===== config.mk =====
export PLATFORM = sky130hd
export DESIGN_NAME = spi_slave
export DESIGN_NICKNAME = d
export VERILOG_FILES = /design/src/rtl/spi_pkg.sv /design/src/rtl/sync2.sv /design/src/rtl/spi_slave.sv
export SDC_FILE = /design/constraint.sdc
export NUM_CORES = 1
export LEC_CHECK = 0
export CORE_MARGIN = 2
export CORE_UTILIZATION = 50
export CTS_BUF_LIST = sky130_fd_sc_hd__clkbuf_4
export CTS_CLUSTER_SIZE = 8
export DETAILED_ROUTE_END_ITERATION = 8
export PLACE_DENSITY = 0.69
export SKIP_LAST_GASP = 1
export SLEW_MARGIN = 20
export SYNTH_ARGS = -nofsm -noshare
export SYNTH_HDL_FRONTEND = slang
export SYNTH_SLANG_ARGS = --single-unit

===== constraint.sdc =====
create_clock -name clk -period 2.22 [get_ports clk]
set_input_delay 0.444 -clock clk [delete_from_list [all_inputs] [get_ports clk]]
set_output_delay 0.444 -clock clk [all_outputs]
set_load 0.01 [all_outputs]

===== src/rtl/spi_pkg.sv =====
// rtl/spi_pkg.sv - shared SPI slave state type and frame constants
package spi_pkg;
    localparam int SPI_FRAME_BITS = 16;

    typedef enum logic [1:0] {
        IDLE  = 2'd0,
        SHIFT = 2'd1,
        DONE  = 2'd2
    } spi_slave_state_t;
endpackage


===== src/rtl/sync2.sv =====
// rtl/sync2.sv - two-flop synchronizer with configurable reset value
module sync2 #(
    parameter logic RST_VAL = 1'b0
) (
    input  logic clk,
    input  logic rst,
    input  logic i_d,
    output logic o_q
);
    logic r_meta;
    logic r_sync;

    always_ff @(posedge clk) begin
        if (rst) begin
            r_meta <= RST_VAL;
            r_sync <= RST_VAL;
        end else begin
            r_meta <= i_d;
            r_sync <= r_meta;
        end
    end

    assign o_q = r_sync;
endmodule


===== src/rtl/spi_slave.sv =====
// rtl/spi_slave.sv - oversampled 16-bit SPI slave (mode 0 style framing)
// Optional SPI_SLAVE_FRAME_ERR_EN adds frame_err pulse on aborted frames.
module spi_slave
    import spi_pkg::*;
(
    input  logic        clk,
    input  logic        rst,
    input  logic        SCLK,
    input  logic        SS_n,
    input  logic        MOSI,
    output logic        MISO,
    input  logic [15:0] tx_data,
    input  logic        tx_load,
    output logic [15:0] rx_data,
    output logic        rdy,
    output logic        busy
`ifdef SPI_SLAVE_FRAME_ERR_EN
    ,
    output logic        frame_err
`endif
);
    logic w_sclk_s, w_ss_s, w_mosi_s;
    logic w_sclk_rise, w_sclk_fall, w_ss_fall, w_ss_rise;

    logic             r_sclk_d, r_ss_d;
    logic [1:0]       r_settle;
    logic             r_armed;
    spi_slave_state_t r_state;
    logic [15:0]      r_tx_buf, r_tx_sr, r_rx_sr, r_rx_data;
    logic [4:0]       r_bit_cnt;
    logic             r_rdy, r_busy;
`ifdef SPI_SLAVE_FRAME_ERR_EN
    logic             r_frame_err;
`endif

    sync2 #(.RST_VAL(1'b0)) u_sync_sclk (.clk(clk), .rst(rst), .i_d(SCLK), .o_q(w_sclk_s));
    sync2 #(.RST_VAL(1'b1)) u_sync_ss   (.clk(clk), .rst(rst), .i_d(SS_n), .o_q(w_ss_s));
    sync2 #(.RST_VAL(1'b0)) u_sync_mosi (.clk(clk), .rst(rst), .i_d(MOSI), .o_q(w_mosi_s));

    // After reset the synchronizers hold reset values, not the pin; a frame may
    // only start once SS_n has really been seen high, so a reset inside a frame
    // cannot fabricate a falling edge.
    assign w_sclk_rise = w_sclk_s & ~r_sclk_d;
    assign w_sclk_fall = ~w_sclk_s & r_sclk_d;
    assign w_ss_fall   = r_armed & r_ss_d & ~w_ss_s;
    assign w_ss_rise   = w_ss_s & ~r_ss_d;

    always_ff @(posedge clk) begin
        if (rst) begin
            r_sclk_d  <= 1'b0;
            r_ss_d    <= 1'b1;
            r_settle  <= 2'd0;
            r_armed   <= 1'b0;
            r_state   <= IDLE;
            r_tx_buf  <= 16'h0000;
            r_tx_sr   <= 16'h0000;
            r_rx_sr   <= 16'h0000;
            r_rx_data <= 16'h0000;
            r_bit_cnt <= 5'd0;
            r_rdy     <= 1'b0;
            r_busy    <= 1'b0;
`ifdef SPI_SLAVE_FRAME_ERR_EN
            r_frame_err <= 1'b0;
`endif
        end else begin
            r_sclk_d <= w_sclk_s;
            r_ss_d   <= w_ss_s;
            if (r_settle != 2'd3) r_settle <= r_settle + 2'd1;
            else if (w_ss_s)      r_armed  <= 1'b1;
            r_rdy <= 1'b0;
`ifdef SPI_SLAVE_FRAME_ERR_EN
            r_frame_err <= 1'b0;
`endif
            if (tx_load) r_tx_buf <= tx_data;

            case (r_state)
                IDLE: begin
                    if (w_ss_fall) begin
                        r_state   <= SHIFT;
                        r_busy    <= 1'b1;
                        r_tx_sr   <= tx_load ? tx_data : r_tx_buf;
                        r_rx_sr   <= 16'h0000;
                        r_bit_cnt <= 5'd0;
                    end
                end
                SHIFT: begin
                    if (w_ss_rise) begin
                        r_busy <= 1'b0;
                        if (r_bit_cnt == 5'(SPI_FRAME_BITS)) begin
                            r_state   <= DONE;
                            r_rx_data <= r_rx_sr;
                            r_rdy     <= 1'b1;
                        end else begin
                            r_state <= IDLE;
`ifdef SPI_SLAVE_FRAME_ERR_EN
                            r_frame_err <= 1'b1;
`endif
                        end
                    end else begin
                        if (w_sclk_rise) begin
                            r_rx_sr <= {r_rx_sr[14:0], w_mosi_s};
                            if (r_bit_cnt != 5'(SPI_FRAME_BITS)) r_bit_cnt <= r_bit_cnt + 5'd1;
                        end
                        if (w_sclk_fall) r_tx_sr <= {r_tx_sr[14:0], 1'b0};
                    end
                end
                DONE:    r_state <= IDLE;
                default: r_state <= IDLE;
            endcase
        end
    end

    assign MISO    = r_busy & r_tx_sr[15];
    assign rx_data = r_rx_data;
    assign rdy     = r_rdy;
    assign busy    = r_busy;
`ifdef SPI_SLAVE_FRAME_ERR_EN
    assign frame_err = r_frame_err;
`endif
endmodule


==> impl_metrics.py <==
metrics = {
    "layout": {
        "layout-drive-gt1-share_pct": 9.79,
        "layout.nets": 409,
        "syn2layout_area_growth_pct": 17.3,
        "n_antenna_cell": 0,
        "stdcell_count": 468,
        "final_util_pct": 60.5,
    },
    "power": {
        "switching_share_pct": 22.4,
        "p_leak_nw": 1.70,
        "peakVddDrop_v": 0.000417,
        "seqPwrFrac_pct": 57.9,
        "clkPwrFrac_pct": 34.5,
        "p_total_mw": 2.70,
        "p_sw_uw": 604,
        "pwr-share-comb_pct": 7.7,
        "powerDensity_nw_per_um2": 661,
        "p_int_mw": 2.10,
    },
    "min_path": {
        "hp-start": "rst",
        "worstHoldPathType": "input pin to flip-flop",
    },
    "synthesis": {
        "syn_inst": 345,
        "synth_edf_count": 0,
        "ys.flop_type": "dfxtp_1",
        "seq_area_frac_synth_pct": 48.2,
        "synth_cell_type_count": 44,
        "ys_async_sr_fraction_pct": 0,
        "synth_seq_cells": 84,
        "syn_nets": 370,
        "synth_warnings": 0,
        "synth.avg_cell_area_um2": 10.1,
        "synth_area_um2": 3490,
    },
    "critical_path": {
        "worstPathRequired_ns": 1.78,
        "r2r_setup_slack_ns": 0.51,
        "startpoint_type": "flip-flop",
        "crit_start": "busy$_SDFFE_PP0P_",
        "crit_path_max_incr_delay_ns": 0.53,
        "critPathTopFamily": "buffers and inverters",
        "critPathMaxFanout": 4,
        "cp.arrival_ns": 1.50,
        "crit_buf_inv": 1,
        "crit_type": "flip-flop to output port",
        "regToRegStartpoint": "r_state[1]$_SDFFE_PP0P_",
        "slowest_stage": "clkdlybuf4s50_1",
        "path_cells": "and2_1, clkdlybuf4s50_1",
        "endpoint_kind": "output port",
    },
    "clocking": {
        "postCtsResizedCells": 0,
        "post_cts_buffers": 0,
        "htreeDepth": 3,
        "clk_pin_slew_ns": 0.12,
        "insertion_delay_ns": 0.43,
        "cts_tree": "yes",
        "cts.path.max_buffers": 2,
        "cts.sinks": 84,
        "hold_buffers": 0,
        "cts_buffers": 9,
        "cts-root-buf": "clkbuf_4",
    },
    "placed_design": {
        "placed_cells": 453,
        "hpwl_um": 4190,
        "preCtsSetupSlack_ns": 0.421,
        "place.gp.congestion": 0.730,
        "portBuffers": 40,
    },
    "timing": {
        "slew_violations": 0,
        "timing.fmax_ghz": 0.515,
        "finalCritPeriodShare_pct": 87.5,
        "rsz0062_at_grt": "false",
        "hold_viol_final": 0,
        "slew_headroom_pct": 62.8,
        "finalWorstSetupSlack_ns": 0.278,
        "min_period_ns": 1.94,
        "tightest_slew_ns": 0.558,
        "fin_skew_ns": 0.0129,
        "setup_violations": 0,
        "timing.setup.tns_ns": 0,
    },
    "run": {
        "maxCapViolCount": 0,
    },
    "die": {
        "pin_count": 41,
        "std_cell_rows": 30,
        "initial_utilization_pct": 51.6,
        "coreArea_um2": 6760,
        "die_y_um": 87.5,
        "die_x_um": 87.5,
        "dieArea_um2": 7660,
    },
    "global_routing": {
        "grt_max_degree": 27,
        "antenna_found_initial": 0,
        "grt.total_usage_pct": 18.1,
        "grt_pass1_wl_um": 10800,
        "grt_pass1_vias": 2382,
        "gr-total-overflow": 0,
    },
    "route": {
        "drt-pass1-iter-count": 4,
        "drtIter0Drc": 181,
        "routed_wl_um": 6310,
        "viasPerCell": 5.27,
        "drc": 0,
        "num_vias": 2465,
        "ant_nets": 0,
        "wire_per_inst_um": 13.5,
    },
    "outcome": {
        "status": "completed",
    },
}
## cell type report
cell class	count	area [um^2]
clock buffer	9	67.6
timing repair buffer	51	490
fill	578	2670
sequential	84	1680
clock inverter	6	80.1
tap	80	100
inverter	3	11.3
multi-input combinational	235	1660
## flip-flops by register name, indices dropped and copies added, names as in the netlist
register,flops
u_sync_mosi.o_q,1
r_bit_cnt,5
r_rx_sr,16
r_state,2
u_sync_mosi.r_meta,1
r_settle,2
u_sync_ss.o_q,1
u_sync_sclk.o_q,1
u_sync_sclk.r_meta,1
r_ss_d,1
u_sync_ss.r_meta,1
r_tx_sr,16
r_sclk_d,1
busy,1
r_tx_buf,16
rx_data,16
r_armed,1
rdy,1
## metal layers
| metal | up-vias | global-route usage, % | share of wire, % |
|---|---|---|---|
| li1 | 1272 | - | - |
| met1 | 1137 | 24.5 | 51 |
| met2 | 49 | 26.9 | 44 |
| met3 | 7 | 5.02 | 4.0 |
| met4 | 0 | 8.11 | 1.5 |
| met5 | - | 0 | 0 |
## through the flow
stage	hold slack (ns)	area, um^2
2_1_floorplan	0.389	3490
3_3_place_gp	0.393	3940
3_5_place_dp	0.402	3940
4_1_cts	0.401	4090
5_1_grt	0.405	4090
6_report	0.418	4090
## layout by cell type, fill, tap and decap left out, types with 2 or more instances in the layout
cell type	instances
nor2b_1	14
nand2b_1	29
or2_2	3
ha_1	3
and2_1	2
clkinv_1	2
nand4_1	2
clkbuf_4	9
a31o_1	6
nand2_1	3
inv_1	3
buf_4	10
mux2i_1	50
a21oi_1	8
o41ai_1	6
clkdlybuf4s50_1	39
dfxtp_1	84
bufinv_16	2
o21ai_1	9
a21oi_4	2
nor2_1	54
o21ai_0	3
nand3_1	2
nor3_1	3
a211o_1	15
nand3b_1	2
a22o_1	2
## final timing paths
| check | endpoint | cells after the start |
|---|---|---|
| setup reg to reg | r_rx_sr[0]$_SDFFE_PP0P_ | 4 |
| hold / removal | r_settle[0]$_SDFFE_PP0P_ | 2 |
| setup / recovery | MISO | 2 |
| hold reg to reg | u_sync_ss.o_q$_SDFF_PP1_ | 1 |
## power by group through the flow
stage	logic, mW	registers, mW	clock network (mW)
3_5_place_dp	0.209	1.60	0
3_3_place_gp	0.203	1.60	0
2_1_floorplan	0.139	1.59	0
6_report	0.207	1.56	0.932
4_1_cts	0.210	1.56	0.959
5_1_grt	0.232	1.57	1.01
## synthesized netlist by cell type (2+ instances only)
master / n / share of area (%)
nor3_1: 3 / 0.43
a31o_1: 6 / 1.5
and2_1: 2 / 0.36
buf_2: 10 / 1.4
o41ai_1: 6 / 1.5
dfxtp_1: 84 / 48
a21oi_4: 2 / 0.93
a21oi_1: 8 / 1.1
nand4_1: 2 / 0.36
ha_1: 3 / 1.1
buf_6: 3 / 0.97
clkbuf_1: 8 / 0.86
o21ai_0: 3 / 0.43
inv_1: 3 / 0.32
nor2_1: 54 / 5.8
nand3_1: 2 / 0.29
nand3b_1: 2 / 0.43
nand2_1: 3 / 0.32
o21ai_1: 9 / 1.3
or2_2: 3 / 0.54
a211o_1: 15 / 3.8
nand2b_1: 29 / 5.2
a22o_1: 2 / 0.50
nor2b_1: 14 / 2.5
mux2i_1: 50 / 14
## logic make-up (layout without fill, tap and decap cells)
kind of cell,count (synthesis),in the layout,synth area share [%]
adders and majority gates,3,3,1.08
and+or+nand+nor,124,124,19.2
xor gates and xnor gates,1,1,0.251
muxes,52,52,15.0
DFF,84,84,48.2
AOI/OAI and AO/OA,55,55,12.0
buffers and inverters,26,69,4.24
No activity file was read; power rests on OpenSTA's default activity.
